<file path="src/rtl/m_mem_ctrl_pkg.sv">
// Shared definitions for the MEM-stage memory controller.
//   - FSM state encoding
//   - default bus timeout
//   - store-size codes used by the byte-enable generator
//   - word alignment helper for the memory-side address
package m_mem_ctrl_pkg;

  typedef enum logic [1:0] {
    ST_IDLE = 2'b00,
    ST_BUSY = 2'b01,
    ST_DONE = 2'b10
  } mem_state_t;

  localparam int TIMEOUT_DEF = 16;

  // Store-size codes shared with the byte-enable generator.
  localparam logic [1:0] DM_SW = 2'b00;
  localparam logic [1:0] DM_SH = 2'b01;
  localparam logic [1:0] DM_SB = 2'b10;

  // Memory is word-addressed on the bus side; drop the byte offset.
  function automatic logic [31:0] word_align(input logic [31:0] a);
    return a & 32'hFFFF_FFFC;
  endfunction

endpackage

</file>
<file path="src/rtl/m_mem_ctrl_timer.sv">
// Bus timeout counter for the memory controller.
// Ports:
//   clk     - clock
//   reset   - asynchronous active-low reset
//   en      - count one BUSY cycle
//   clr     - return the count to zero (has priority over en)
//   expired - count has reached TIMEOUT-1
module m_mem_ctrl_timer
  import m_mem_ctrl_pkg::*;
#(
  parameter int TIMEOUT = TIMEOUT_DEF
) (
  input  logic clk,
  input  logic reset,
  input  logic en,
  input  logic clr,
  output logic expired
);

  localparam int CW = (TIMEOUT > 1) ? $clog2(TIMEOUT) : 1;

  logic [CW-1:0] r_cnt;

  // Hold at the terminal value; the controller leaves BUSY on expiry anyway.
  always_ff @(posedge clk or negedge reset) begin
    if (!reset) begin
      r_cnt <= '0;
    end else if (clr) begin
      r_cnt <= '0;
    end else if (en && !expired) begin
      r_cnt <= r_cnt + 1'b1;
    end
  end

  assign expired = (r_cnt == CW'(TIMEOUT - 1));

endmodule

</file>
<file path="src/rtl/m_mem_ctrl.sv">
// MEM-stage memory controller: accepts one load/store from the pipeline,
// runs a req/ack handshake with memory, and pulses done on completion.
// A bus that does not acknowledge within TIMEOUT cycles ends the access
// with bus_err.
// Ports:
//   clk, reset        - clock, asynchronous active-low reset
//   req_valid, req_we - pipeline request and store(1)/load(0)
//   addr, wdata       - byte address, lane-shifted store data
//   byteen            - store byte enables (ignored for loads)
//   flush             - blocks acceptance of a new request in IDLE
//   stall             - freeze the pipeline
//   rdata             - captured load word
//   done, bus_err     - one-cycle completion pulse, timeout flag
//   mem_*             - memory-side handshake
module m_mem_ctrl
  import m_mem_ctrl_pkg::*;
#(
  parameter int TIMEOUT = TIMEOUT_DEF
) (
  input  logic        clk,
  input  logic        reset,
  input  logic        req_valid,
  input  logic        req_we,
  input  logic [31:0] addr,
  input  logic [31:0] wdata,
  input  logic [3:0]  byteen,
  input  logic        flush,
  output logic        stall,
  output logic [31:0] rdata,
  output logic        done,
  output logic        bus_err,
  output logic        mem_req,
  output logic        mem_we,
  output logic [31:0] mem_addr,
  output logic [31:0] mem_wdata,
  output logic [3:0]  mem_byteen,
  input  logic        mem_ack,
  input  logic [31:0] mem_rdata
);

  mem_state_t r_state;
  mem_state_t w_state_nxt;

  logic        w_accept;
  logic        w_bypass;
  logic        w_busy;
  logic        w_expired;
  logic        r_err;
  logic        r_mem_we;
  logic [31:0] r_mem_addr;
  logic [31:0] r_mem_wdata;
  logic [3:0]  r_mem_byteen;
  logic [31:0] r_rdata;

  assign w_busy   = (r_state == ST_BUSY);
  assign w_accept = (r_state == ST_IDLE) && req_valid && !flush;
  // A store that writes no bytes has nothing to send to memory.
  assign w_bypass = w_accept && req_we && (byteen == 4'b0000);

  m_mem_ctrl_timer #(
    .TIMEOUT (TIMEOUT)
  ) u_timer (
    .clk     (clk),
    .reset   (reset),
    .en      (w_busy),
    .clr     (!w_busy),
    .expired (w_expired)
  );

  // State register
  always_ff @(posedge clk or negedge reset) begin
    if (!reset) begin
      r_state <= ST_IDLE;
    end else begin
      r_state <= w_state_nxt;
    end
  end

  // Next-state logic; ack is checked before expiry so a same-cycle ack wins.
  always_comb begin
    w_state_nxt = r_state;
    case (r_state)
      ST_IDLE: begin
        if (w_bypass) begin
          w_state_nxt = ST_DONE;
        end else if (w_accept) begin
          w_state_nxt = ST_BUSY;
        end
      end
      ST_BUSY: begin
        if (mem_ack || w_expired) begin
          w_state_nxt = ST_DONE;
        end
      end
      ST_DONE: w_state_nxt = ST_IDLE;
      default: w_state_nxt = ST_IDLE;
    endcase
  end

  // Outputs
  always_comb begin
    mem_req = w_busy;
    done    = (r_state == ST_DONE);
    bus_err = (r_state == ST_DONE) && r_err;
    stall   = (w_accept && !w_bypass) || w_busy;
  end

  // Request latch and load-data capture
  always_ff @(posedge clk or negedge reset) begin
    if (!reset) begin
      r_mem_we     <= 1'b0;
      r_mem_addr   <= '0;
      r_mem_wdata  <= '0;
      r_mem_byteen <= '0;
      r_rdata      <= '0;
      r_err        <= 1'b0;
    end else begin
      if (w_accept) begin
        r_err <= 1'b0;
      end
      if (w_accept && !w_bypass) begin
        r_mem_we     <= req_we;
        r_mem_addr   <= word_align(addr);
        r_mem_wdata  <= wdata;
        r_mem_byteen <= req_we ? byteen : 4'b1111;
      end
      if (w_busy) begin
        if (mem_ack) begin
          if (!r_mem_we) begin
            r_rdata <= mem_rdata;
          end
        end else if (w_expired) begin
          r_err   <= 1'b1;
          r_rdata <= '0;
        end
      end
    end
  end

  assign mem_we     = r_mem_we;
  assign mem_addr   = r_mem_addr;
  assign mem_wdata  = r_mem_wdata;
  assign mem_byteen = r_mem_byteen;
  assign rdata      = r_rdata;

endmodule
</file>
<file path="config.mk">
export PLATFORM = sky130hd
export DESIGN_NAME = m_mem_ctrl
export DESIGN_NICKNAME = d
export VERILOG_FILES = /design/src/rtl/m_mem_ctrl_pkg.sv /design/src/rtl/m_mem_ctrl_timer.sv /design/src/rtl/m_mem_ctrl.sv
export SDC_FILE = /design/constraint.sdc
export NUM_CORES = 1
export LEC_CHECK = 0
export CORE_ASPECT_RATIO = 0.9
export CORE_UTILIZATION = 40
export CTS_CLUSTER_SIZE = 30
export DETAILED_ROUTE_END_ITERATION = 8
export MAX_ROUTING_LAYER = met4
export PLACE_DENSITY = 0.78
export SLEW_MARGIN = 5
export SYNTH_ARGS = -nofsm -noshare
export SYNTH_HDL_FRONTEND = slang
export SYNTH_HIERARCHICAL = 1
export SYNTH_SLANG_ARGS = --single-unit
</file>
<file path="constraint.sdc">
create_clock -name clk -period 2.6 [get_ports clk]
set_clock_uncertainty 0.05 [all_clocks]
set_input_delay 0.39 -clock clk [delete_from_list [all_inputs] [get_ports clk]]
set_output_delay 0.39 -clock clk [all_outputs]
set_load 0.03 [all_outputs]
</file>
==> out/summary.log <==
[timing] Final Hold Viols 0
[floorplanning] placeable core region 9780 um^2
[final_layout] number of nets in the final layout 581
[synthesis] Gate Count Post-Synth 263
[synthesis] Yosys reg bits 106
[place] number of buffers inserted by port buffering 206
[grt] GRT Util Overall 20.1%
[drt] total detailed-routing wirelength 10000 um
[pwr] Pwr Density 1010 nW/um^2
[clock_network] Post-CTS Hold Buffers 1
[timing] setup tns final 0 ns
[floorplanning] DIE HEIGHT 97.8 um
[final_layout] ratio of cells with drive above 1 in the final layout 10.2%
[drt] number of DRC violations after detailed routing 0
[timing] Final Critical Period 2.27 ns
[timing] final setup violation count 0
[drt] total number of vias 2992
[setup_path] arrival time reported for the critical path endpoint 1.83 ns
[synthesis] register area share after synthesis 65.1%
[synthesis] Synth Warn # 6
[synthesis] Yosys top cell by area dfrtp_1
[drt] vias per std cell 4.95
[grt] overflow left after global routing 0
[timing] Least-Margin Pin Slew 1.02 ns
[clock_network] setup fix buffers added after clock tree synthesis 0
[pwr] worst ir drop on vdd 0.584 mV
[synthesis] leading cell type by number of instances after synthesis dfrtp_1
[setup_path] startpoint class of the critical path primary input
[grt] vias in the first global route 3159
[clock_network] total CTS buffers 9
[timing] Relative slew margins 32.1%
[floorplanning] row count 34
[floorplanning] Starting Density 41.7%
[setup_path] classification of the worst setup path primary input to output pin
[setup_path] critical path required time 2.16 ns
[synthesis] number of different library cells in the post-synthesis netlist 36
[pwr] Design Power 6.65 mW
[floorplanning] count of boundary I/O pins 211
[timing] crit path setup slack, layout 0.330 ns
[synthesis] top cells by area in the synthesized netlist dfrtp_1 65%, mux2_1 12%, a22o_1 6.9%
[synthesis] fraction of the mapped netlist area in compound gates 9.52%
[synthesis] area share of the largest cell type after synthesis 65.1%
[setup_path] critical path peak fanout 3
[timing] maximum clock frequency 441 MHz
[timing] RSZ-0062 raised after global routing false
[synthesis] largest family of logic cells by synthesized area multiplexers
[flow_run] total of max-cap violations 0
[clock_network] deepest clock path buffer count 2
[synthesis] count of flip-flops with a built-in enable after synthesis 0
[clock_network] CTS tree done
[place] weighted congestion at the end of routability-driven global placement 0.795
[synthesis] Simple-Gate Fraction of Synth Area 3.96%
[synthesis] mux contribution to synthesized area 17.7%
[synthesis] Synth async-reset ratio 100%
[synthesis] cell area after technology mapping 4080 um^2
[synthesis] most common flop cell mapped by yosys dfrtp_1
[clock_network] clock root cell clkbuf_16
[clock_network] post-CTS clock slew at the launch and capture registers of the worst setup and hold paths 0.06 ns
[floorplanning] die outline width 108 um
[pwr] leakage power of the design 2.76 nW
[synthesis] most used standard cells in the synthesized netlist 106 x dfrtp_1, 42 x mux2_1, 32 x a22o_1
[grt] antenna violations before repair 0
[final_layout] fraction of the core area covered by cells at the end of the flow 67.1%
[worst_hold_path] type of the most critical hold path register to register
[synthesis] syn avg cell area 15.5 um^2
[place] HPWL reported at the end of detailed placement 7450 um
[clock_network] number of H-tree branching levels 3
[synthesis] fraction of the mapped netlist area in adder cells 0.307%
[outcome] outcome finished clean
[grt] pin count of the biggest net entering global routing 52
[grt] first-pass GRT wire length 15800 um
[floorplanning] die area 10600 um^2
[drt] WL/cell 16.6 um
[synthesis] XOR/XNOR Fraction of Synth Area 0%
[clock_network] number of cells upsized or downsized after cts 0
[clock_network] CTS sink cnt 106
[place] post-placement setup slack 0.196 ns
[drt] DR iter-0 viols 68
[final_layout] antenna diode count 0
[drt] number of antenna-violating nets in the routed design 0
[timing] fin crit share 87.3%
[drt] count of TritonRoute iterations in the first routing pass 4
[final_layout] P&R area growth vs syn 61.1%
[setup_path] critical path capture point type output pin
[timing] count of final max-slew check failures 0
[clock_network] later-pin clock latency in the skew report 0.33 ns
worst paths after layout:
check	start	to	slack, ns	depth (start not counted)
worst max-delay path	req_valid	stall	0.33	5
worst min-delay path	mem_addr[21]	mem_addr[21]	0.44	1
worst max register to register	u_timer/r_cnt[0]	rdata[9]	0.39	5
worst min register to register	mem_addr[21]	mem_addr[21]	0.44	1
max in group asynchronous	reset	rdata[18]	1.29	3
min in group asynchronous	reset	mem_addr[7]	0.48	2
report_power, final:
part,leakage [nW],total [mW],internal (mW),switching [mW]
sequential,1.29,2.43,2.16,0.274
clock,0.129,1.31,0.748,0.561
combinational,1.33,2.90,1.35,1.55
layout make-up:
cell class / instances / area, um^2
Tap cell: 126 / 158
Sequential cell: 106 / 2650
Multi-Input combinational cell: 139 / 1310
Fill cell: 715 / 3220
Clock buffer: 12 / 236
Timing Repair Buffer: 215 / 2150
Clock inverter: 4 / 52.6
Inverter: 3 / 11.3
stage by stage:
stage / std cells / area [um^2] / hold slack [ns]
6_report: 605 / 6570 / 0.436
5_1_grt: 605 / 6570 / 0.454
4_1_cts: 605 / 6570 / 0.439
3_5_place_dp: 588 / 6270 / 0.285
3_3_place_gp: 588 / 6270 / 0.287
2_1_floorplan: 264 / 4080 / 0.0444
logic make-up (layout without fill, tap and decap cells):
family	Yosys count	count (layout)
flip-flops	106	106
multiplexers	64	64
AO/OA/AOI/OAI	48	48
AND/OR/NAND/NOR	24	24
buffers and inverters	19	234
adder cells (fa/ha/maj)	1	1
other	1	2
cells in the final DEF, fill, tap and decap left out, types with 4 or more instances in the layout:
cell type,netlist,routed
mux2_1,42,42
buf_4,4,8
dfrtp_1,106,106
nor2b_1,4,4
o21ai_0,5,5
clkdlybuf4s50_1,0,204
mux2_2,20,20
a22o_1,32,32
clkbuf_16,0,9
worst max-delay path, stage by stage:
cell and delay [ns]:
clkdlybuf4s50_1 0.45, or4b_1 0.51, a21oi_4 0.19, or2_1 0.12, buf_4 0.15
metal layers:
layer	part of all wire, %	track usage (%)	up-vias
met5	0	-	-
met4	0.71	5.30	0
met3	9.9	5.94	7
met2	48	32.4	162
met1	41	24.7	1450
li1	-	-	1373
sequential cells by signal, indices dropped and copies added (netlist names):
name           cells
mem_addr          30
mem_byteen         4
mem_wdata         32
mem_we             1
r_err              1
r_state            2
rdata             32
u_timer/r_cnt      4
No activity file was read; power rests on OpenSTA's default activity.
